[src/rtl/div_seq_ctrl.sv]
// Sequencing controller for a restoring divider: one quotient bit per SHIFT/CMP pair, MSB first.
// Optional signed operation is enabled with `define DIV_SIGNED_EN.
module div_seq_ctrl #(
  parameter int unsigned N  = 8,
  parameter int unsigned CW = 4
) (
  input  logic         clk,
  input  logic         rst,
  input  logic         start,
  input  logic [N-1:0] dividend,
  input  logic [N-1:0] divisor,
  output logic         busy,
  output logic         done,
  output logic         div_zero,
  output logic [N-1:0] quotient,
  output logic [N-1:0] remainder,
  output logic         load_en,
  output logic         shift_en,
  output logic         sub_en
);

  typedef enum logic [1:0] {
    S_IDLE  = 2'd0,
    S_SHIFT = 2'd1,
    S_CMP   = 2'd2,
    S_DONE  = 2'd3
  } state_t;

  state_t state_q, state_d;

  logic [N-1:0]  dvd_q, dvd_d;
  logic [N-1:0]  dsr_q, dsr_d;
  logic [N:0]    rem_q, rem_d;
  logic [N-1:0]  q_q, q_d;
  logic [CW-1:0] cnt_q, cnt_d;
  logic [N-1:0]  quo_q, quo_d;
  logic [N-1:0]  rmd_q, rmd_d;
  logic          dz_q, dz_d;

  logic          sub_take;
  logic          dvd_bit;
  logic [N-1:0]  dvd_sh;
  logic [N-1:0]  bit_mask;

`ifdef DIV_SIGNED_EN
  logic          qneg_q, qneg_d;
  logic          rneg_q, rneg_d;
`endif

  always_comb begin
    sub_take = (rem_q >= {1'b0, dsr_q});
    dvd_sh   = dvd_q >> cnt_q;
    dvd_bit  = dvd_sh[0];
    bit_mask = {{(N-1){1'b0}}, 1'b1} << cnt_q;
  end

  // State register
  always_ff @(posedge clk or negedge rst) begin
    if (!rst) begin
      state_q <= S_IDLE;
    end else begin
      state_q <= state_d;
    end
  end

  // Next-state logic
  always_comb begin
    state_d = state_q;
    case (state_q)
      S_IDLE:  if (start) state_d = (divisor == '0) ? S_DONE : S_SHIFT;
      S_SHIFT: state_d = S_CMP;
      S_CMP:   state_d = (cnt_q == '0) ? S_DONE : S_SHIFT;
      S_DONE:  state_d = S_IDLE;
      default: state_d = S_IDLE;
    endcase
  end

  // Output logic
  always_comb begin
    busy     = (state_q != S_IDLE);
    done     = (state_q == S_DONE);
    shift_en = (state_q == S_SHIFT);
    load_en  = (state_q == S_SHIFT) && (cnt_q == CW'(N-1));
    sub_en   = (state_q == S_CMP) && sub_take;
  end

  // Datapath next values; result registers load only on the transition into DONE
  always_comb begin
    dvd_d = dvd_q;
    dsr_d = dsr_q;
    rem_d = rem_q;
    q_d   = q_q;
    cnt_d = cnt_q;
    quo_d = quo_q;
    rmd_d = rmd_q;
    dz_d  = dz_q;
`ifdef DIV_SIGNED_EN
    qneg_d = qneg_q;
    rneg_d = rneg_q;
`endif
    case (state_q)
      S_IDLE: begin
        if (start) begin
`ifdef DIV_SIGNED_EN
          dvd_d  = dividend[N-1] ? -dividend : dividend;
          dsr_d  = divisor[N-1]  ? -divisor  : divisor;
          qneg_d = dividend[N-1] ^ divisor[N-1];
          rneg_d = dividend[N-1];
`else
          dvd_d = dividend;
          dsr_d = divisor;
`endif
          rem_d = '0;
          q_d   = '0;
          cnt_d = CW'(N-1);
          if (divisor == '0) begin
            quo_d = '1;
            rmd_d = dividend;
            dz_d  = 1'b1;
          end
        end
      end
      S_SHIFT: begin
        rem_d = {rem_q[N-1:0], dvd_bit};
      end
      S_CMP: begin
        if (sub_take) begin
          rem_d = rem_q - {1'b0, dsr_q};
          q_d   = q_q | bit_mask;
        end else begin
          q_d   = q_q & ~bit_mask;
        end
        if (cnt_q == '0) begin
`ifdef DIV_SIGNED_EN
          quo_d = qneg_q ? -q_d : q_d;
          rmd_d = rneg_q ? -rem_d[N-1:0] : rem_d[N-1:0];
`else
          quo_d = q_d;
          rmd_d = rem_d[N-1:0];
`endif
          dz_d  = 1'b0;
        end else begin
          cnt_d = cnt_q - 1'b1;
        end
      end
      default: ;
    endcase
  end

  always_ff @(posedge clk or negedge rst) begin
    if (!rst) begin
      dvd_q <= '0;
      dsr_q <= '0;
      rem_q <= '0;
      q_q   <= '0;
      cnt_q <= '0;
      quo_q <= '0;
      rmd_q <= '0;
      dz_q  <= 1'b0;
    end else begin
      dvd_q <= dvd_d;
      dsr_q <= dsr_d;
      rem_q <= rem_d;
      q_q   <= q_d;
      cnt_q <= cnt_d;
      quo_q <= quo_d;
      rmd_q <= rmd_d;
      dz_q  <= dz_d;
    end
  end

`ifdef DIV_SIGNED_EN
  always_ff @(posedge clk or negedge rst) begin
    if (!rst) begin
      qneg_q <= 1'b0;
      rneg_q <= 1'b0;
    end else begin
      qneg_q <= qneg_d;
      rneg_q <= rneg_d;
    end
  end
`endif

  assign quotient  = quo_q;
  assign remainder = rmd_q;
  assign div_zero  = dz_q;

endmodule

[config.mk]
export PLATFORM = sky130hd
export DESIGN_NAME = div_seq_ctrl
export DESIGN_NICKNAME = d
export VERILOG_FILES = /design/src/rtl/div_seq_ctrl.sv
export SDC_FILE = /design/constraint.sdc
export NUM_CORES = 1
export LEC_CHECK = 0
export CORE_ASPECT_RATIO = 0.5
export CORE_MARGIN = 1.5
export CORE_UTILIZATION = 30
export CTS_BUF_LIST = sky130_fd_sc_hd__clkbuf_16
export DETAILED_ROUTE_END_ITERATION = 8
export SLEW_MARGIN = 10
export SYNTH_ARGS = -nofsm -noshare
export SYNTH_HDL_FRONTEND = slang
export SYNTH_SLANG_ARGS = --single-unit
[constraint.sdc]
create_clock -name clk -period 2.9 [get_ports clk]
set_clock_uncertainty 0.2 [all_clocks]
set_input_delay 0.58 -clock clk [delete_from_list [all_inputs] [get_ports clk]]
set_output_delay 0.58 -clock clk [all_outputs]
set_load 0.01 [all_outputs]
Word level (Yosys, flattened, before mapping)
Index checks and enable logic that the tools add are counted.
W data, S select, Z words.

word-level totals
  latch bits = 0
  bits in writable memories = 0
  memories = 0
  output and inout bits = 22
  logic and storage cells = 66
  bits of input ports = 19
  register bits = 56
  bits in read-only memories = 0

cells by class
  shift-type cells = 2
  magnitude comparators = 1
  multiplexer cells = 25
  reduce and logical (&&, ||, !) cells = 14
  equal/unequal tests = 9
  bitwise logic cells = 3
  divide/modulo/power cells = 0
  multipliers = 0
  $add $sub $neg = 2

operators by type and width
  kind                   number
  $mux W8                8
  $pmux W8 S2            3
  $pmux W9 S3            1
  $mux W9                2
  $ne A2 B2 Y1 const B   5
  $ge A9 B8 Y1           1
  $sub A9 B8 Y9          1
  $and A8 B8 Y8          1
  $logic_not A8 Y1       1
  $mux W4                2
  $not A8 Y8             1
  $or A8 B8 Y8           1
  $pmux W2 S4            1
  $pmux W4 S2            1
  $shl A1 B4 Y8 const A  1
  $shr A8 B4 Y1          1
  $mux W2                3
  $reduce_and A2 Y1      3
  $reduce_and A3 Y1      2
  $eq A2 B2 Y1 const B   2
  $eq A4 B3 Y1 const B   1
  $logic_not A4 Y1       1
  $reduce_and A4 Y1      1
  $reduce_bool A2 Y1     2
  other kinds (7)        10

Longest topological paths before layout
Gate-level depths: netlist of run 1.

  depth in word-level cells = 6
  gate-level depth with buffers = 10
  depth with buffers taken out = 10

Worst setup path after synthesis of run 1
Ideal clock, no wire load.

  path type = register to register
  from = register rem_q[0]
  to = register rem_q[8]
  arrival time = 2.219 ns
  clock period less this slack = 2.488 ns
  data required time = 2.631 ns
  path slack = 0.412 ns
  buffers on the path = 0
  stages on the path, launching flop included = 11
  library setup time = 0.069 ns
  path through = dfrtp_1 inv_1 ha_1 inv_1 fa_1 a211oi_2 nor2_1 o31a_1 o22a_1 or4_1 nand3_1

on the way
  longest elaborated chain between the ends = 3
  elaborated cells on any way between the ends = 6
  classes of those cells = add/sub: 1; order compare: 1; eq/ne: 1; mux: 2; reduce/logical: 1

RTL lines
  element                                           line     text
  start: declaration                                33       logic [N:0] rem_q, rem_d;
  start signal: assignment                          163      rem_q <= rem_d;
  $sub A9 B8 Y9 or $ge A9 B8 Y1 (tied branches)     128, 51
  $mux W9 or $ne A2 B2 Y1 (tied branches)           -
  $pmux W9 S3 or $reduce_and A3 Y1 (tied branches)  -

Several ways; a longest one is shown, not always the timed one. The select of a mux whose other input is x is not followed.
A chain may end at the register's enable or synchronous reset.

Worst setup path after layout of run 1
  from = register cnt_q[1]
  to = output load_en

on the way
  longest elaborated chain between the ends = 2

RTL lines
  element                   line  text
  start: declaration        35    logic [CW-1:0] cnt_q, cnt_d;
  start signal: assignment  165   cnt_q <= cnt_d;
  $eq A4 B3 Y1              83    load_en = (state_q == S_SHIFT) && (cnt_q == CW'(N-1));
  $logic_and A1 B1 Y1       83
  end: declaration          17    output logic load_en,

Every way passes these cells.

==> run_results.csv, run 1 <==
group,metric,value,unit
outcome,status,"finished, final reports clean",
timing,worstMarginPinSlew,0.7416,ns
global_route,antenna_found_initial,0,
setup_path,worstPathCellList,"ha_1, and3b_1, and2_1, clkdlybuf4s50_1",
placement,io_buffer_count,40,
synthesis,yosys_warnings,0,
floorplanning,die_h,79.07,µm
finish,drive_above_1_share,12.56,%
synthesis,synth_top_family_by_area,"compound AO/OA/AOI/OAI gates",
timing,slew_headroom,50.56,%
timing,fin_setup_tns,0,ns
clock_tree,clkTransAtPathRegs,0.07,ns
synthesis,synth_xor_area_share,0.7568,%
setup_path,crit_required,2.12,ns
synthesis,syn_area_per_cell,9.334,µm²
finish,final_cell_mix,"54 x dfrtp_1, 38 x clkdlybuf4s50_1, 30 x nor2_1",
clock_tree,clk_path_buf_depth,2,
detailed_routing,routed_wl,8760,µm
hold_path,hp-class,"in -> async",
synthesis,ys_async_sr_fraction,100.0,%
detailed_routing,drtAntennaViolNets,0,
clock_tree,clk_latency,0.30,ns
power,p_leak,1.759,nW
synthesis,synth_seq_area_share,39.64,%
power,clkPwrFrac,12.8,%
global_route,use_met2,25.78,%
synthesis,synth_edf_count,0,
floorplanning,die-area,12270,µm²
global_route,top_usage_layer,"met2",
floorplanning,start_util,31.14,%
power,power.density,1109,nW/µm²
global_route,grt_max_degree,56,
timing,fmax,365.9,MHz
placement,place_area,4064,µm²
finish,post-route-cell-area,4264,µm²
timing,fin_crit_sh,94.23,%
synthesis,synth_fa_ha_area_share,6.703,%
synthesis,synthCells,372,
power,power_frac_comb,59.9,%
timing,setup_viol,0,
power,vdd_drop_max,0.3234,mV
clock_tree,cts_tree,"built",
setup_path,cp-start-kind,"flip-flop",
setup_path,worst_path_max_delay_cell,"clkdlybuf4s50_1",
synthesis,synthMuxAreaShare,9.405,%
synthesis,yosys_register_bits,55,
setup_path,endpoint_kind,"output port",
floorplanning,core_area,11150,µm²
floorplanning,top_level_ports,41,
synthesis,synth_flop_cell,"dfrtp_1",
setup_path,worst-setup-path-type,"reg -> out",
timing,rsz0062_at_grt,"false",
setup_path,r2r-start,"rem_q[0]",
timing,drv_slew,0,
finish,syn2layout_area_growth,22.81,%
placement,gp_congestion,0.7968,
detailed_routing,drc,0,
detailed_routing,vias_per_cell,5.136,
synthesis,synth-compound-area-share,21.51,%
detailed_routing,vias,2871,
global_route,grt_pass1_wl,14490,µm
setup_path,crit_buf_inv,1,
synthesis,synthSimpleGateAreaFrac,16.04,%
clock_tree,clkSinkCount,55,
global_route,grt_overflow,0,
finish,layout_commonest_cell,"dfrtp_1",
timing,post-route-min-period,2.733,ns
setup_path,slowest_delay,0.53,ns
finish,n_fill_cell,1094,
clock_tree,post_cts_buffers,0,
power,p_switching,0.002059,W
floorplanning,rows,27,
detailed_routing,wl_per_cell,15.67,µm
timing,hold_viol,0,
run,drv_cap,0,
clock_tree,clockRootBuffer,"clkbuf_16",
detailed_routing,drt-initial-drc-count,306,
floorplanning,dieWidth,155.1,µm
setup_path,crit_arrival,1.95,ns
clock_tree,numCtsBuffers,5,
placement,dpl.hpwl,6270,µm
synthesis,synth_nets,409,
setup_path,startpoint,"cnt_q[1]",
detailed_routing,firstDrtPassIters,4,
placement,dp.cells,551,
setup_path,critPathTopFamily,"buffers and inverters",
synthesis,syn-cell-area,3472,µm²
global_route,grt_use_met3,2.347,%
finish,nNetsFinal,450,
global_route,grt_use_met1,20.06,%
power,switching_share,43.54,%
synthesis,synth_cell_types,61,
global_route,grt_use_total,15.15,%
finish,finalNonFillerCells,559,
global_route,grt_pass1_vias,2838,
setup_path,path_max_fanout,8,
power,p_int,0.002670,W
power,pwr-share-seq,27.3,%
clock_tree,h-tree-depth,2,
finish,insertedDiodeCount,0,
==> stage by stage <==
stage / power (W) / utilization [%] / hold WS [ns] / setup WS, ns
global route: 0.005136 / 38.25 / 0.2999 / 0.06190
finish: 0.004729 / 38.25 / 0.2012 / 0.1673
floorplan: 0.003232 / - / 0.08441 / 0.4120
CTS: 0.004753 / 38.25 / 0.2574 / 0.1462
global placement: 0.004016 / 36.45 / 0.2649 / 0.2093
detailed placement: 0.004045 / 36.45 / 0.2688 / 0.1813
==> power by group through the flow <==
stage / sequential [W] / combinational (W) / clock, W
floorplan: 0.00129 / 0.00194 / 0
global placement: 0.00129 / 0.00273 / 0
detailed placement: 0.00130 / 0.00274 / 0
CTS: 0.00129 / 0.00284 / 0.000620
global route: 0.00134 / 0.00314 / 0.000659
finish: 0.00129 / 0.00283 / 0.000607
==> Yosys cell counts (2+ instances only) <==
cell	number	area (µm²)
nor3b_1	4	30.03
nor3_1	5	25.02
nand4_1	4	25.02
dfrtp_1	55	1376
buf_2	6	30.03
a22oi_1	7	52.55
ha_1	17	212.7
nor2b_1	11	68.82
nand2b_1	3	18.77
mux2i_1	9	90.09
clkbuf_1	14	52.55
a21oi_1	26	130.1
nor2_1	31	116.4
mux2_1	10	112.6
o211ai_1	3	22.52
xnor2_1	3	26.28
or2_1	2	12.51
and3b_1	2	17.52
mux4_2	2	45.04
nand3_1	8	40.04
inv_1	17	63.81
o22a_1	5	43.79
a211oi_1	6	45.04
o221ai_1	2	17.52
o21ai_0	8	40.04
a211oi_2	2	25.02
and3_1	2	12.51
nand3b_1	4	30.03
o21ai_1	18	90.09
mux2_2	7	78.83
nand2_1	23	86.33
o22ai_1	3	18.77
buf_6	3	33.78
a31o_1	3	26.28
buf_4	2	15.01
o21a_1	2	15.01
o31ai_1	3	22.52
a31oi_1	11	68.82
a21o_1	7	52.55
==> per-layer routing <==
layer  up-vias  routed length [µm]
li1       1429                   -
met1      1384                4098
met2        49                4233
met3         9                 315
met4         0                 113
met5         -                   0
==> worst register-to-register path: cells and delay by family, from the launching register on <==
family,cells,cell delay [ns]
compound gates,3,0.71
fa+ha+maj,2,0.58
simple gates,3,0.58
buf+inv,2,0.13
flops,1,0.40
==> flip-flops by register name (all words and copies together) (netlist names), 2 cells and up <==
| register | flops |
|---|---|
| dsr_q | 8 |
| state_q | 2 |
| rem_q | 9 |
| cnt_q | 4 |
| remainder | 8 |
| dvd_q | 8 |
| q_q | 7 |
| quotient | 8 |
==> cells by family (layout without fill, tap and decap cells) <==
kind of cell             count (synthesis)  in the layout
adder cells (fa/ha/maj)                 18             18
flip-flops                              55             55
XOR/XNOR                                 3              3
AND/OR/NAND/NOR                        109            109
multiplexers                            28             28
AO/OA/AOI/OAI                          114            114
buffers and inverters                   45             87
==> final timing paths <==
path | end | depth (start not counted) | slack (ns)
max | load_en | 4 | 0.17
min | quotient[6] | 2 | 0.20
max reg2reg | rem_q[8] | 10 | 0.25
min reg2reg | remainder[0] | 1 | 0.29
max in group asynchronous | rem_q[5] | 2 | 1.75
min in group clk | remainder[0] | 1 | 0.29
==> what timing repair did <==
item,CTS,global route
gates resized for setup,10,0
endpoints found under the setup margin,1,0
hold buffers,0,0
==> layout make-up <==
class	instances	area, µm²	area share, %
multi-input cells	272	1949	45.72
flip-flops and latches	55	1378	32.31
clock buffers	5	125.1	2.934
well taps	145	181.4	4.255
clock inverters	3	15.01	0.3521
repair buffers	60	544.3	12.76
inverters	19	71.32	1.673
No activity file was read; power rests on OpenSTA's default activity.
==> run 2: changes to the inputs <==
Settings changed: CORE_UTILIZATION 30 to 50, PLACE_DENSITY set to 0.73, SETUP_SLACK_MARGIN set to 0.5.
==> run 2 against run 1 <==
Critical path type unchanged. Global-route usage is 10 points higher. Die area is 39% lower. Via count rose by 12%.
==> run_results.csv, run 2 (same netlist as run 1, synthesis figures left out) <==
group,metric,value,unit
outcome,status,"finished, final reports clean",
global_route,antenna_found_initial,0,
setup_path,path_max_fanout,7,
floorplanning,start_util,51.82,%
floorplanning,rows,21,
timing,rsz0062_at_grt,"true",
clock_tree,clk_path_buf_depth,2,
placement,pre_cts_ws,0.1510,ns
detailed_routing,routed_wl,10000,µm
timing,hold_viol,0,
finish,final_cell_mix,"52 x dfrtp_1, 40 x buf_4, 35 x clkdlybuf4s50_1",
finish,nNetsFinal,478,
detailed_routing,drc,0,
clock_tree,cts_hold_buf,0,
detailed_routing,drt-initial-drc-count,275,
setup_path,worst-setup-path-type,"reg -> out",
timing,slew_headroom,51.01,%
detailed_routing,wl_met2,4764,µm
finish,top_register,"rem_q",
detailed_routing,wl_per_cell,18.73,µm
clock_tree,clk_latency,0.30,ns
detailed_routing,drtAntennaViolNets,0,
placement,dpl.hpwl,6266,µm
timing,post-route-min-period,2.638,ns
run,drv_cap,0,
timing,worstMarginPinSlew,0.7348,ns
power,vdd_drop_max,0.4791,mV
clock_tree,h-tree-depth,2,
setup_path,crit_arrival,1.86,ns
finish,finalNonFillerCells,534,
power,p_leak,1.977,nW
global_route,grt_pass1_vias,2901,
clock_tree,numCtsBuffers,5,
setup_path,endpoint_kind,"output port",
finish,largest_reg_flops,9,
setup_path,cp-start-kind,"flip-flop",
detailed_routing,firstDrtPassIters,5,
global_route,grt_pass1_wl,14390,µm
clock_tree,cts_tree,"built",
detailed_routing,met3_length,654,µm
timing,drv_slew,0,
detailed_routing,wl_met1,4473,µm
clock_tree,clkSinkCount,55,
timing,fin_setup_tns,0,ns
timing,holdWs,0.2069,ns
floorplanning,core_area,6700,µm²
detailed_routing,vias_per_cell,5.998,
clock_tree,clockRootBuffer,"clkbuf_16",
finish,fin_util,69.77,%
detailed_routing,routed.top_layer,"met4",
clock_tree,clkTransAtPathRegs,0.07,ns
timing,setup_viol,0,
finish,layout_commonest_cell,"dfrtp_1",
timing,setup_slack,0.2623,ns
timing,fin_crit_sh,90.96,%
placement,dp.cells,496,
floorplanning,die-area,7484,µm²
finish,syn2layout_area_growth,34.63,%
global_route,grt_overflow,0,
setup_path,crit_required,2.12,ns
timing,fmax,379.1,MHz
placement,io_buffer_count,40,
global_route,grt_use_total,25.15,%
finish,insertedDiodeCount,0,
placement,gp_congestion,0.8028,
hold_path,hp-class,"in -> async",
floorplanning,die_h,61.93,µm
finish,drive_above_1_share,26.02,%
floorplanning,dieWidth,120.9,µm
detailed_routing,vias,3203,
floorplanning,top_level_ports,41,
power,power.density,1226,nW/µm²
global_route,grt_max_degree,56,
-- run 2: critical path: stages (launching register included) --
cell	delay, ns
dfrtp_1	0.47
ha_4	0.35
nand2_1	0.08
o21ai_2	0.24
a21oi_2	0.13
nor2_1	0.13
buf_2	0.15
-- run 2: power by group --
group | switching [W] | internal (W) | total, W
Sequential | 0.000221 | 0.00108 | 0.00130
Combinational | 0.00190 | 0.00174 | 0.00364
Clock | 0.000295 | 0.000495 | 0.000790
-- run 2: metal layers --
layer  up-vias  track usage (%)
met4         0            8.067
met1      1579            33.11
met3        14            5.292
li1       1487                -
met5         -                0
met2       123            43.02
-- run 2: path summary, 6_finish.rpt --
kind / from / to / slack (ns) / cells past startpoint
max reg2reg: rem_q[0] / remainder[4] / 0.33 / 12
min in group clk: remainder[0] / remainder[0] / 0.28 / 1
max: rem_q[2] / sub_en / 0.26 / 6
min: rst / quotient[3] / 0.21 / 2
max in group asynchronous: rst / rem_q[5] / 1.76 / 2
min reg2reg: remainder[0] / remainder[0] / 0.28 / 1
-- run 2: metrics by stage --
step / power [W] / cell area [µm²]
detailed placement: 0.004049 / 3998
global placement: 0.003955 / 3998
CTS: 0.005147 / 4404
global route: 0.006069 / 4674
finish: 0.005730 / 4674
floorplan: 0.003237 / 3475
-- run 2: what timing repair did --
action,CTS,global route
cloned,0,2
resized for setup,29,35
setup buffers,13,15
setup endpoints to repair,24,32
pin swaps,13,19
-- run 2: layout make-up --
class / count / area, µm²
multi-input combinational: 273 / 2100
clock buffer: 5 / 125.1
sequential: 55 / 1380
clock inverter: 3 / 67.56
timing repair buffer: 87 / 815.8
inverter: 19 / 71.32
fill: 485 / 2026
tap: 92 / 115.1
==> run 3: changes to the inputs <==
Settings changed: CORE_UTILIZATION 50 to 35, CTS_CLUSTER_SIZE set to 14, PLACE_DENSITY 0.73 to not set.
==> run 3 against run 2 <==
Fmax increased by 2.2%. Setup slack improved by 0.057 ns. Cell count increased by 7.9%. Clock power increased by 0.9%. Design area increased by 2.2%. Sequential share of layout area decreased by 0.56 points. Total power increased by 0.85%.
==> run_results.csv, run 3 (same netlist as run 1, synthesis figures left out) <==
group,metric,value,unit
clock_tree,clk_path_buf_depth,2,
finish,finalNonFillerCells,576,
setup_path,reg2reg_to,"rem_q[8]",
clock_tree,clockRootBuffer,"clkbuf_16",
timing,setup_viol,0,
setup_path,crit_arrival,1.80,ns
floorplanning,start_util,36.39,%
global_route,grt_use_total,18.68,%
global_route,grt_overflow,0,
timing,slew_headroom,67.87,%
hold_path,hp-class,"in -> async",
setup_path,crit_required,2.12,ns
timing,hold_viol,0,
timing,fin_crit_sh,89.00,%
timing,rsz0062_at_grt,"true",
clock_tree,clkSinkCount,55,
detailed_routing,drc,0,
detailed_routing,vias,3101,
finish,nNetsFinal,477,
detailed_routing,wl_per_cell,17.47,µm
detailed_routing,drt-initial-drc-count,213,
timing,worstMarginPinSlew,0.4810,ns
placement,gp_congestion,0.7797,
timing,post-route-min-period,2.581,ns
finish,final_cell_mix,"49 x dfrtp_1, 39 x buf_4, 34 x clkdlybuf4s50_1",
floorplanning,die-area,10560,µm²
global_route,antenna_found_initial,0,
finish,syn2layout_area_growth,37.59,%
finish,top_register,"rem_q",
timing,fmax,387.5,MHz
setup_path,path_max_fanout,7,
power,vdd_drop_max,0.4659,mV
floorplanning,rows,25,
clock_tree,clkTransAtPathRegs,0.07,ns
setup_path,cp-start-kind,"flip-flop",
clock_tree,numCtsBuffers,5,
clock_tree,cts_tree,"built",
clock_tree,cts_hold_buf,0,
placement,io_buffer_count,40,
setup_path,worst-setup-path-type,"reg -> out",
floorplanning,core_area,9540,µm²
setup_path,rr_worst_depth,10,
setup_path,endpoint_kind,"output port",
floorplanning,dieWidth,143.9,µm
placement,dp.cells,542,
setup_path,cp-endpoint,"sub_en",
global_route,grt_pass1_wl,14970,µm
clock_tree,h-tree-depth,2,
finish,insertedDiodeCount,0,
placement,dpl.hpwl,6661,µm
clock_tree,clk_latency,0.30,ns
setup_path,r2r_setup_slack,0.36,ns
outcome,status,"finished, final reports clean",
timing,drv_slew,0,
setup_path,r2r-start,"rem_q[0]",
finish,layout_commonest_cell,"dfrtp_1",
timing,fin_setup_tns,0,ns
global_route,grt_pass1_vias,2909,
setup_path,startpoint,"dsr_q[7]",
power,p_leak,1.955,nW
floorplanning,top_level_ports,41,
detailed_routing,firstDrtPassIters,4,
detailed_routing,routed_wl,10060,µm
run,drv_cap,0,
finish,largest_reg_flops,9,
detailed_routing,vias_per_cell,5.384,
global_route,grt_max_degree,31,
power,power.density,1210,nW/µm²
finish,drive_above_1_share,27.89,%
floorplanning,die_h,73.43,µm
detailed_routing,drtAntennaViolNets,0,
[run 3: report_power, final]
group          leakage (nW)  internal, W  switching [W]
Sequential            0.652      0.00109       0.000228
Combinational          1.21      0.00178        0.00188
Clock                0.0900     0.000495       0.000302
[run 3: cell type report]
cell class / count / area (µm²)
tap: 135 / 168.9
multi-input combinational: 272 / 2143
clock inverter: 3 / 67.56
sequential: 55 / 1384
clock buffer: 5 / 125.1
fill: 891 / 4763
inverter: 19 / 73.82
timing repair buffer: 87 / 814.5
[run 3: worst min path at each step]
stage | start | to | slack [ns]
3_3_place_gp | remainder[0] | remainder[0] | 0.27
4_1_cts | rst | q_q[1] | 0.1
2_1_floorplan | rst | cnt_q[0] | 0.08
6_report | rst | quotient[7] | 0.09
5_1_grt | rst | dvd_q[6] | 0.11
3_5_place_dp | remainder[1] | remainder[1] | 0.27
[run 3: worst max-delay path, stage by stage (launching register included)]
cell,delay [ns]
dfrtp_1,0.39
inv_2,0.07
ha_4,0.22
a211oi_2,0.21
o211ai_2,0.13
a21oi_2,0.24
nor2_1,0.10
buf_2,0.15
[run 3: timing repair]
item	4_1_cts	5_1_grt
pin swaps	8	16
gates resized for setup	32	38
endpoints found under the setup margin	27	26
buffers inserted	10	13
cloned	0	3
[run 3: metrics by stage]
stage | area [µm²] | power (W) | worst slack, ns | hold WS, ns | util (%)
after global placement | 4074 | 0.004065 | 0.2151 | 0.2680 | 42.70
after detailed placement | 4074 | 0.004086 | 0.1661 | 0.2712 | 42.70
after global routing | 4777 | 0.006169 | 0.2285 | 0.1075 | 50.07
after CTS | 4461 | 0.005180 | 0.3112 | 0.09601 | 46.75
final | 4777 | 0.005779 | 0.3191 | 0.08964 | 50.07
after floorplan | 3475 | 0.003237 | 0.4752 | 0.08441 | -
[run 3: per-layer routing]
metal	routed length (µm)	GRT usage [%]	part of all wire, %	vias up
li1	-	-	-	1486
met1	4558	25.13	45	1527
met2	4829	30.83	48	74
met3	549	3.585	5.5	14
met4	125	5.442	1.2	0
met5	0	0	0	-
